==> src/rtl/data_mem_arbiter.sv <==
// Round-robin arbiter in front of the single-port data memory: one ARB cycle, then one ACCESS cycle.
// Optional statistics counters are enabled by defining MEM_ARB_STATS_EN.
module data_mem_arbiter #(
  parameter int unsigned NUM_REQ = 2,
  parameter int unsigned ADDR_W  = 8,
  parameter int unsigned DATA_W  = 8
) (
  input  logic                        clk,
  input  logic                        rst_n,
  input  logic [NUM_REQ-1:0]          req,
  input  logic [NUM_REQ-1:0]          req_we,
  input  logic [NUM_REQ*ADDR_W-1:0]   req_addr,
  input  logic [NUM_REQ*DATA_W-1:0]   req_wdata,
  output logic [NUM_REQ-1:0]          gnt,
  output logic [NUM_REQ-1:0]          rvalid,
  output logic [DATA_W-1:0]           rdata,
  output logic                        mem_wen,
  output logic [ADDR_W-1:0]           mem_addr,
  output logic [DATA_W-1:0]           mem_wdata,
  input  logic [DATA_W-1:0]           mem_rdata
`ifdef MEM_ARB_STATS_EN
  ,
  output logic [NUM_REQ*16-1:0]       grant_cnt,
  output logic [15:0]                 stall_cnt
`endif
);

  localparam int unsigned IdxW = (NUM_REQ > 1) ? $clog2(NUM_REQ) : 1;

  localparam logic [0:0] ST_ARB    = 1'b0;
  localparam logic [0:0] ST_ACCESS = 1'b1;

  logic [0:0]          state_q;
  logic [IdxW-1:0]     rr_last_q;
  logic [NUM_REQ-1:0]  gnt_q;
  logic [NUM_REQ-1:0]  rvalid_q;
  logic [DATA_W-1:0]   rdata_q;
  logic                cmd_we_q;
  logic [ADDR_W-1:0]   cmd_addr_q;
  logic [DATA_W-1:0]   cmd_wdata_q;

  logic [IdxW-1:0]     win_idx;
  logic [NUM_REQ-1:0]  win_onehot;
  logic                win_found;
  logic                arb_fire;

  // Scan starting just after the last winner so every requester gets a turn.
  always_comb begin
    int unsigned cand;
    logic [IdxW-1:0] cand_idx;
    cand       = 0;
    cand_idx   = '0;
    win_idx    = rr_last_q;
    win_found  = 1'b0;
    for (int unsigned i = 1; i <= NUM_REQ; i++) begin
      cand     = (32'(rr_last_q) + i) % NUM_REQ;
      cand_idx = IdxW'(cand);
      if (!win_found && req[cand_idx]) begin
        win_found = 1'b1;
        win_idx   = cand_idx;
      end
    end
    win_onehot          = '0;
    win_onehot[win_idx] = 1'b1;
  end

  assign arb_fire = (state_q == ST_ARB) && win_found;

  always_ff @(posedge clk or negedge rst_n) begin
    if (!rst_n) begin
      state_q     <= ST_ARB;
      rr_last_q   <= IdxW'(NUM_REQ - 1);
      gnt_q       <= '0;
      rvalid_q    <= '0;
      rdata_q     <= '0;
      cmd_we_q    <= 1'b0;
      cmd_addr_q  <= '0;
      cmd_wdata_q <= '0;
    end else begin
      case (state_q)
        ST_ARB: begin
          rvalid_q <= '0;
          if (win_found) begin
            cmd_we_q    <= req_we[win_idx];
            cmd_addr_q  <= req_addr[win_idx*ADDR_W +: ADDR_W];
            cmd_wdata_q <= req_wdata[win_idx*DATA_W +: DATA_W];
            gnt_q       <= win_onehot;
            rr_last_q   <= win_idx;
            state_q     <= ST_ACCESS;
          end else begin
            gnt_q <= '0;
          end
        end
        default: begin
          gnt_q <= '0;
          if (!cmd_we_q) begin
            rdata_q  <= mem_rdata;
            rvalid_q <= gnt_q;
          end else begin
            rvalid_q <= '0;
          end
          state_q <= ST_ARB;
        end
      endcase
    end
  end

  // Write enable depends only on registered state so requester glitches never reach memory.
  assign mem_wen   = (state_q == ST_ACCESS) & cmd_we_q;
  assign mem_addr  = cmd_addr_q;
  assign mem_wdata = cmd_wdata_q;
  assign gnt       = gnt_q;
  assign rvalid    = rvalid_q;
  assign rdata     = rdata_q;

`ifdef MEM_ARB_STATS_EN
  logic [15:0] grant_cnt_q [NUM_REQ];
  logic [15:0] stall_cnt_q;
  logic        contended;

  // More than one request bit set means somebody loses this arbitration.
  assign contended = (state_q == ST_ARB) && (|(req & (req - NUM_REQ'(1))));

  for (genvar g = 0; g < NUM_REQ; g++) begin : g_grant_cnt
    always_ff @(posedge clk or negedge rst_n) begin
      if (!rst_n) begin
        grant_cnt_q[g] <= '0;
      end else if (arb_fire && win_onehot[g] && (grant_cnt_q[g] != 16'hFFFF)) begin
        grant_cnt_q[g] <= grant_cnt_q[g] + 16'd1;
      end
    end
    assign grant_cnt[g*16 +: 16] = grant_cnt_q[g];
  end

  always_ff @(posedge clk or negedge rst_n) begin
    if (!rst_n) begin
      stall_cnt_q <= '0;
    end else if (contended && (stall_cnt_q != 16'hFFFF)) begin
      stall_cnt_q <= stall_cnt_q + 16'd1;
    end
  end

  assign stall_cnt = stall_cnt_q;
`endif

endmodule

==> config.mk <==
export PLATFORM = sky130hd
export DESIGN_NAME = data_mem_arbiter
export DESIGN_NICKNAME = d
export VERILOG_FILES = /design/src/rtl/data_mem_arbiter.sv
export SDC_FILE = /design/constraint.sdc
export NUM_CORES = 1
export LEC_CHECK = 0
export ABC_AREA = 0
export CAP_MARGIN = 20
export CORE_MARGIN = 1
export CORE_UTILIZATION = 25
export CTS_CLUSTER_SIZE = 28
export DETAILED_ROUTE_END_ITERATION = 10
export GPL_TIMING_DRIVEN = 1
export PLACE_DENSITY_LB_ADDON = 0.08
export SYNTH_ARGS = -nofsm -noshare
export SYNTH_HDL_FRONTEND = slang
export SYNTH_SLANG_ARGS = --single-unit
==> constraint.sdc <==
create_clock -name clk -period 1.97 [get_ports clk]
set_clock_uncertainty 0.15 [all_clocks]
set_input_delay 0.394 -clock clk [delete_from_list [all_inputs] [get_ports clk]]
set_output_delay 0.394 -clock clk [all_outputs]
set_load 0.005 [all_outputs]
==> results.env <==
RUN_STATUS='complete, no violations'
DIE_W_UM=74.0
PLACEABLECOREAREA_UM2=4850
DRTPASS1ITERATIONS=3
GRT_SETUP_UNREPAIRED='false'
SYNTH_FA_HA_AREA_FRAC=0
PORT-BUFFER-COUNT=74
FIN_TNS_SETUP_NS=0
CLOCK_LATENCY_NS=0.28
FINAL_NETS=219
GRT_ANTENNA_BEFORE_REPAIR=0
CLOCK.FMAX_GHz=0.550
CTS_NUM_SINKS=31
POST_DRT_WL_PER_CELL_UM=13.1
POSTROUTEANTENNANETS=0
POST_ROUTE_CELLS_DRIVE_ABOVE_1_SHARE=0.259
SYNTH_CELLS=89
GRT_START_MAX_NET_PINS=32
CTSHTREEMAXLEVEL=2
ANTENNA_CELLS=0
AREA_DELTA_SYNTH_FINAL_PCT=76.4
SYNTH.CELL_AREA_UM2=1300
SYNTH_CELL_TYPE_COUNT=16
SYN_AVG_CELL_AREA_UM2=14.6
YOSYS_REGISTER_BITS=31
FINALCRITPERIODSHARE=0.923
SETUP_VIOLATIONS=0
IO_PINS=75
CRITICAL_PATH_PEAK_FANOUT=3
CRITPATHSLOWESTCELL='sky130_fd_sc_hd__clkdlybuf4s50_1'
WORST_EP_ARRIVAL_TIME_NS=1.27
VIAS=1057
SYNTHXORXNORAREAFRAC=0
MAX-VDD-IR-DROP_V=0.000399
INITIAL_CORE_UTILIZATION=0.268
LAYOUT.CELLS.NON_FILLER=241
POST_SYNTH_AND_OR_NAND_NOR_AREA_FRACTION=0.101
WORSTPATHCELLLIST='and2_1 > clkdlybuf4s50_1'
PLACED_CELLS=233
TIMING_WORST_SETUP_PATH_TYPE='register to output pin'
CRIT_PATH_MAX_INCR_DELAY_NS=0.46
POWER-PER-CELL-AREA_nW_PER_UM2=964
POST_PLACEMENT_SETUP_SLACK_NS=-0.0188
ROOT_BUFFER_CELL='sky130_fd_sc_hd__clkbuf_8'
DIE_AREA_UM2=5480
PATH_CLK_SLEW_NS=0.07
LAYOUT.CELLS.MOST_COMMON='sky130_fd_sc_hd__clkdlybuf4s50_1'
GRT_PASS1_VIAS=1098
P_LEAK_nW=0.939
TOTAL_POWER_W=0.00221
FINAL-HOLD-VIOLATION-COUNT=0
YOSYS_WARNINGS=0
POST-ROUTE-DRC-COUNT=0
HOLDBUFCOUNTCTS=0
SYNTH_COMPOUND_GATE_AREA_SHARE=0.197
POST-CTS-SETUP-BUFFERS=0
GRT_OVERFLOW=0
MUXSHAREOFSYNTHAREA=0.0694
COMMONEST_CELLS_AFTER_ROUTING_FILL_AND_TAPS_ASIDE='sky130_fd_sc_hd__clkdlybuf4s50_1 (74), sky130_fd_sc_hd__dfrtp_1 (30), sky130_fd_sc_hd__a221o_2 (17)'
SETUP_WS_NS=0.152
SYN-NUM-NETS=135
GLOBALROUTETOTALUTIL=0.126
MAXCAPVIOLATIONS=0
PLACEMENT_ROWS=25
CTS_BUFFER_DEPTH=2
FINALMAXSLEWVIOLATIONS=0
CRITPATHLAUNCHTYPE='register'
ROUTE.DETAILED.VIAS_PER_INST=4.39
WORSTSETUPENDPOINTTYPE='output pin'
NUMBER_OF_CLOCK_BUFFERS_INSERTED_BY_TRITONCTS=5
HPWLAFTERDP_UM=2240
NUMBER_OF_DESIGN_RULE_VIOLATIONS_LEFT_BY_THE_FIRST_DETAILED_ROUTER_ITERATION=61
CTS_TREE='built'
SYNTH_TOP_FAMILY_BY_AREA='compound AO/OA/AOI/OAI gates'
SLEW-LIMIT-HEADROOM=0.731
PLACE_CONGESTION=0.645
DRT_WL_TOTAL_UM=3170
CRITICAL_PATH_REQUIRED_NS=1.43
PART_OF_THE_YOSYS_AREA_USED_FOR_SEQUENTIAL_ELEMENTS=0.599
TIMING.FINAL.CRIT_PERIOD_NS=1.82
CTS_RESIZED=0
GRT_PASS1_WL_UM=5070
CHIPHEIGHT_UM=74.0
WORST_SLEW_PIN_SLEW_NS=0.403
HOLD_PATH.CLASS='register to register'
==> worst paths after layout <==
| kind | from | end | slack, ns | depth (start not counted) |
|---|---|---|---|---|
| hold / removal | gnt[0] | rvalid[0] | 0.34 | 1 |
| hold reg to reg | gnt[0] | rvalid[0] | 0.34 | 1 |
| min in group asynchronous | rst_n | mem_wdata[7] | 0.36 | 2 |
| max in group asynchronous | rst_n | rr_last_q | 0.99 | 2 |
| setup / recovery | cmd_we_q | mem_wen | 0.15 | 2 |
| setup reg to reg | state_q | mem_wdata[3] | 0.40 | 4 |
==> power breakdown <==
part           switching, W  internal [W]  leakage (nW)
logic              0.000207      0.000493         0.499
clock network      0.000235      0.000409        0.0612
registers         0.0000742      0.000788         0.379
total              0.000516       0.00169         0.939
==> cell families after synthesis <==
group / after synthesis
AO/OA/AOI/OAI: 21
AND/OR/NAND/NOR: 21
multiplexers: 8
buffers and inverters: 8
flip-flops: 31
==> critical path, delay by kind of cell, from the launching register on <==
kind | cells | cell delay [ns]
and+or+nand+nor | 1 | 0.15
DFF | 1 | 0.39
buffers and inverters | 1 | 0.46
==> flip-flops by register name, summed over array words and instances, names as in the netlist <==
name,flops
rdata,8
state_q,1
mem_wdata,8
mem_addr,8
cmd_we_q,1
rvalid,2
gnt,2
rr_last_q,1
==> metal layers <==
| metal | track usage | vias to the layer above | share of wire |
|---|---|---|---|
| li1 | - | 494 | - |
| met1 | 0.144 | 512 | 0.43 |
| met2 | 0.210 | 45 | 0.48 |
| met3 | 0.0515 | 6 | 0.075 |
| met4 | 0.0449 | 0 | 0.013 |
| met5 | 0 | - | 0 |
==> metrics by stage <==
step	cell area [um^2]	util	hold WS, ns
finish	2290	0.472	0.336
detailed placement	2170	0.448	0.322
global placement	2170	0.448	0.312
CTS	2290	0.472	0.342
floorplan	1300	-	-0.0516
global route	2290	0.472	0.366
==> layout make-up <==
type	count	area, um^2
repair buffers	81	818
clock inverters	2	35.0
fillers	452	2560
clock buffers	6	82.6
flip-flops and latches	31	777
inverters	4	15.0
multi-input cells	50	477
well taps	67	83.8
==> Yosys cell counts <==
| cell type | count | area share |
|---|---|---|
| sky130_fd_sc_hd__a211oi_4 | 2 | 0.031 |
| sky130_fd_sc_hd__a21oi_1 | 1 | 0.0039 |
| sky130_fd_sc_hd__a221o_2 | 17 | 0.15 |
| sky130_fd_sc_hd__and2_0 | 16 | 0.077 |
| sky130_fd_sc_hd__and2_1 | 4 | 0.019 |
| sky130_fd_sc_hd__buf_2 | 1 | 0.0039 |
| sky130_fd_sc_hd__buf_4 | 1 | 0.0058 |
| sky130_fd_sc_hd__buf_6 | 1 | 0.0087 |
| sky130_fd_sc_hd__clkbuf_2 | 1 | 0.0039 |
| sky130_fd_sc_hd__dfrtp_1 | 30 | 0.58 |
| sky130_fd_sc_hd__dfstp_2 | 1 | 0.020 |
| sky130_fd_sc_hd__inv_1 | 3 | 0.0087 |
| sky130_fd_sc_hd__inv_2 | 1 | 0.0029 |
| sky130_fd_sc_hd__mux2_2 | 8 | 0.069 |
| sky130_fd_sc_hd__nor2b_1 | 1 | 0.0048 |
| sky130_fd_sc_hd__o21bai_4 | 1 | 0.014 |
(Power assumes the default switching activity.)
